`src/rtl/clz_normalizer.sv`:
```
// Iterative CLZ/CLO counter and left-normalizer: recovers the shift that normalizes din.
// Define FAST_SKIP_EN to retire four leading zeros per edge when the top nibble is clear.
module clz_normalizer #(
  parameter int WIDTH = 32,
  parameter int CNT_W = 6
) (
  input  logic             clk,
  input  logic             reset,
  input  logic             start,
  input  logic             mode,
  input  logic [WIDTH-1:0] din,
  output logic             busy,
  output logic             done,
  output logic [CNT_W-1:0] count,
  output logic [WIDTH-1:0] norm,
  output logic [1:0]       dbg_state
);

  // Handshake: start is honoured only in IDLE; busy is high for every SCAN
  // cycle; done is a one-cycle pulse in DONE, when count/norm already hold
  // the new result. Starts seen during busy or done are dropped, not queued.

  typedef enum logic [1:0] {
    IDLE = 2'd0,
    SCAN = 2'd1,
    DONE = 2'd2
  } state_t;

  state_t           state, state_n;
  logic [WIDTH-1:0] r, r_n;
  logic [WIDTH-1:0] s, s_n;
  logic [CNT_W-1:0] cnt, cnt_n;
  logic [CNT_W-1:0] count_n;
  logic [WIDTH-1:0] norm_n;
  logic             scan_end;

  always_ff @(posedge clk or posedge reset) begin
    if (reset) begin
      state <= IDLE;
      r     <= '0;
      s     <= '0;
      cnt   <= '0;
      count <= '0;
      norm  <= '0;
    end else begin
      state <= state_n;
      r     <= r_n;
      s     <= s_n;
      cnt   <= cnt_n;
      count <= count_n;
      norm  <= norm_n;
    end
  end

  // Both modes reduce to a leading-zero scan of r; s carries the untouched operand.
  assign scan_end = r[WIDTH-1] || (cnt == CNT_W'(WIDTH));

  always_comb begin
    state_n = state;
    r_n     = r;
    s_n     = s;
    cnt_n   = cnt;
    count_n = count;
    norm_n  = norm;
    case (state)
      IDLE: begin
        if (start) begin
          r_n     = din ^ {WIDTH{mode}};
          s_n     = din;
          cnt_n   = '0;
          state_n = SCAN;
        end
      end
      SCAN: begin
        if (scan_end) begin
          count_n = cnt;
          norm_n  = s;
          state_n = DONE;
        end
`ifdef FAST_SKIP_EN
        else if ((r[WIDTH-1 -: 4] == 4'b0000) && (cnt <= CNT_W'(WIDTH - 4))) begin
          r_n   = r << 4;
          s_n   = s << 4;
          cnt_n = cnt + CNT_W'(4);
        end
`endif
        else begin
          r_n   = r << 1;
          s_n   = s << 1;
          cnt_n = cnt + CNT_W'(1);
        end
      end
      DONE: begin
        state_n = IDLE;
      end
      default: begin
        state_n = IDLE;
      end
    endcase
  end

  assign busy      = (state == SCAN);
  assign done      = (state == DONE);
  assign dbg_state = state;

endmodule

```
`config.mk`:
```
export PLATFORM = sky130hd
export DESIGN_NAME = clz_normalizer
export DESIGN_NICKNAME = d
export VERILOG_FILES = /design/src/rtl/clz_normalizer.sv
export SDC_FILE = /design/constraint.sdc
export NUM_CORES = 1
export LEC_CHECK = 0
export BUFFER_PORTS_ARGS = -buffer_cell sky130_fd_sc_hd__buf_2
export CAP_MARGIN = 20
export CORE_MARGIN = 3
export CORE_UTILIZATION = 44
export CTS_BUF_LIST = sky130_fd_sc_hd__clkbuf_16
export CTS_CLUSTER_DIAMETER = 40
export DETAILED_ROUTE_END_ITERATION = 10
export SLEW_MARGIN = 20
export SYNTH_ARGS = -nofsm -noshare
export SYNTH_HDL_FRONTEND = slang
export SYNTH_SLANG_ARGS = --single-unit
```
`constraint.sdc`:
```
create_clock -name clk -period 3.83 [get_ports clk]
set_clock_uncertainty 0.05 [all_clocks]
set_input_delay 0.1915 -clock clk [delete_from_list [all_inputs] [get_ports clk]]
set_output_delay 0.1915 -clock clk [all_outputs]
set_load 0.02 [all_outputs]
```
==> metrics <==
vias post-DR=3479; synth warn=0; largest net degree at the start of global routing=95; vias per cell=5.049; synthesized area=5300 µm²; Post-synth top flop=dfrtp_1; Avg WL per Cell=14.82 µm; TNS Setup=0 ps; status=finished, final reports clean; adder-cell share of the synthesized area=0.4721%; Synth Area in XOR/XNOR=5.619%; P_sw=2048 µW; P_leak=0.002835 µW; Setup violations, final=0; CP Launch Type=register; min Tclk post-route=2507 ps; Resized cells post-CTS=0; sequential area share after synthesis=51.94%; slowest cell on the critical path=and2_2; GP Congestion=0.7839; CP required=4010 ps; GR Util All Layers=16.35%; hpwl dp=6624 µm; post-synthesis mux area share=21.44%; num rows=39; cell count after synthesis=477; Max Slew Vio Count=0; simple-gate share of the synthesized area=10.81%; clk slew on worst S/H paths=70 ps; Finished Core Util=51.99%; fmax=0.3989 GHz; number of port buffers=77; Root Driver=clkbuf_16; DR iter-0 viols=205; count of nets after finishing=579; I/O pins=78; combinational family with the most area after synthesis=multiplexers; CTS Sinks=110; Compound-Gate Fraction of Synth Area=5.713%; cts hold-fix bufs=0; Routed Antenna Nets=0; WP buf/inv=2; Pre-antenna DRT Iters=4; layout cells sized above 1=23.44%; Yosys cell types=37; crit path DAT=2690 ps; TritonCTS buffer count=9; Async SR Flop Fraction=100.0%; DIE AREA=13400 µm²; #FFs+latches synth=110; worst hold path class=in -> reg; Reg power frac=38.7%; number of global-route vias before repair=3453; Post-Syn Nets=515; Post-synth EDFFs=0; Hold Vio Cnt, Final=0; width of the die=115.8 µm; CORE AREA=11610 µm²; worst setup margin=1323 ps; global-route wire length before repair=17320 µm; Initial Util=45.64%; Tcrit/Tclk final=65.45%; Antenna diodes=0; # H-tree levels=3; CP Capture Type=register; Clock Path Buffers=2; kind of critical path=reg -> reg; RSZ-0062 raised after global routing=false; global route total overflow=0; Slew @ Worst Pin=991.0 ps; Rel. slew slack=33.93%; Gate power share=44.5%; CP Max Fanout=14; Mean Syn Cell Area=11.11 µm²; clk_lat worst skew=350 ps; fill count=1087; PD cells=889.8 nW/µm²; die height=115.8 µm; WHS=125.7 ps; postcts setup bufs=0; CP top delay family=simple AND/OR/NAND/NOR gates; Max Cap Viol=0; Layout Area Growth over Synthesis=13.93%; Clock power frac=16.8%; CTS tree=done; CP max stage delay=500 ps; Routed WL=10210 µm; maximum vdd ir drop=0.0004000 V; Cell Chain, Critical Path=inv_1, ha_1, nand2_1, o41ai_4, and2_2, buf_4, mux2_1; dpl ws=1296 ps; initial antenna violation count=0; sw frac=38.12%; DRC viols=0; P_int=3325 µW
==> synthesized netlist by cell type, drive strengths merged, types with 3 or more instances <==
library cell | n | area share (%)
buf | 22 | 2.9
clkbuf | 9 | 0.64
dfrtp | 110 | 52
inv | 7 | 0.50
mux2 | 100 | 21
nand2 | 126 | 8.9
nand2b | 3 | 0.35
nand3 | 4 | 0.38
nor2 | 3 | 0.21
o21ai | 34 | 3.2
o41ai | 3 | 0.99
xnor2 | 32 | 5.3
==> worst register-to-register path, stage by stage, from the launching register on <==
cell,delay (ps)
dfrtp_1,460
inv_1,90
ha_1,140
nand2_1,90
o41ai_4,390
and2_2,500
buf_4,310
mux2_1,360
==> flip-flops by register name, indices dropped and copies added (netlist names) <==
register and cells:
count 6, r 32, norm 32, s 32, dbg_state 2, cnt 6
==> metrics by stage <==
step	total power (µW)	area, µm²	cells
after detailed placement	4546	5743	672
after global placement	4466	5743	672
after floorplan	3983	5300	477
final	5373	6038	689
after CTS	5461	6026	688
after global routing	5811	6038	689
==> power by group through the flow <==
| stage | combinational [µW] | clock, µW | sequential [µW] |
|---|---|---|---|
| after floorplan | 1740 | 0 | 2240 |
| after global placement | 2380 | 0 | 2080 |
| after detailed placement | 2440 | 0 | 2110 |
| after CTS | 2450 | 927 | 2090 |
| after global routing | 2670 | 972 | 2160 |
| final | 2390 | 902 | 2080 |
==> per-layer routing <==
layer  track usage [%]  vias to the layer above  wire length, µm
met3             3.029                       14              369
met2             25.27                       63             4660
met4             6.806                        0              182
li1                  -                     1728                -
met5                 0                        -                0
met1             22.80                     1674             4998
==> cell families (layout without fill, tap and decap cells) <==
family                   Yosys count  in the layout
AND/OR/NAND/NOR                  144            144
flip-flops                       110            110
multiplexers                     101            101
AO/OA/AOI/OAI                     48             48
buffers and inverters             38            107
XOR/XNOR                          34             34
adder cells (fa/ha/maj)            2              2
==> cell type report <==
type / count / area [µm²] / share of cell area (%)
sequential: 110 / 2753 / 45.59
multi-input combinational: 329 / 2340 / 38.75
timing repair buffer: 84 / 452.9 / 7.501
clock buffer: 9 / 225.2 / 3.730
tap: 143 / 178.9 / 2.963
clock inverter: 7 / 57.56 / 0.9532
inverter: 7 / 31.28 / 0.5180
==> final timing paths <==
check	cells after the start	slack [ps]	start	endpoint
worst max-delay path	7	1320	cnt[0]$_DFFE_PP0P_	count[5]$_DFFE_PP0P_
worst min-delay path	4	130	din[21]	s[21]$_DFFE_PP0P_
worst max register to register	7	1320	cnt[0]$_DFFE_PP0P_	count[5]$_DFFE_PP0P_
worst min register to register	1	430	norm[25]$_DFFE_PP0P_	norm[25]$_DFFE_PP0P_
max in group asynchronous	4	2380	reset	r[4]$_DFFE_PP0P_
min in group asynchronous	3	480	reset	norm[27]$_DFFE_PP0P_
==> layout by cell type, fill, tap and decap left out, types with 2 or more instances in the layout <==
| master | instances |
|---|---|
| buf_2 | 77 |
| clkbuf_16 | 9 |
| inv_1 | 7 |
| o21a_1 | 2 |
| nor2_1 | 3 |
| xor2_1 | 2 |
| a21oi_1 | 2 |
| mux2_1 | 74 |
| nand2_1 | 126 |
| and3_1 | 2 |
| ha_1 | 2 |
| o21ai_0 | 34 |
| xnor2_1 | 32 |
| nand3_1 | 4 |
| clkinv_1 | 3 |
| dfrtp_1 | 110 |
| nand2b_1 | 2 |
| mux2_2 | 26 |
| buf_4 | 5 |
No activity file was read; power rests on OpenSTA's default activity.
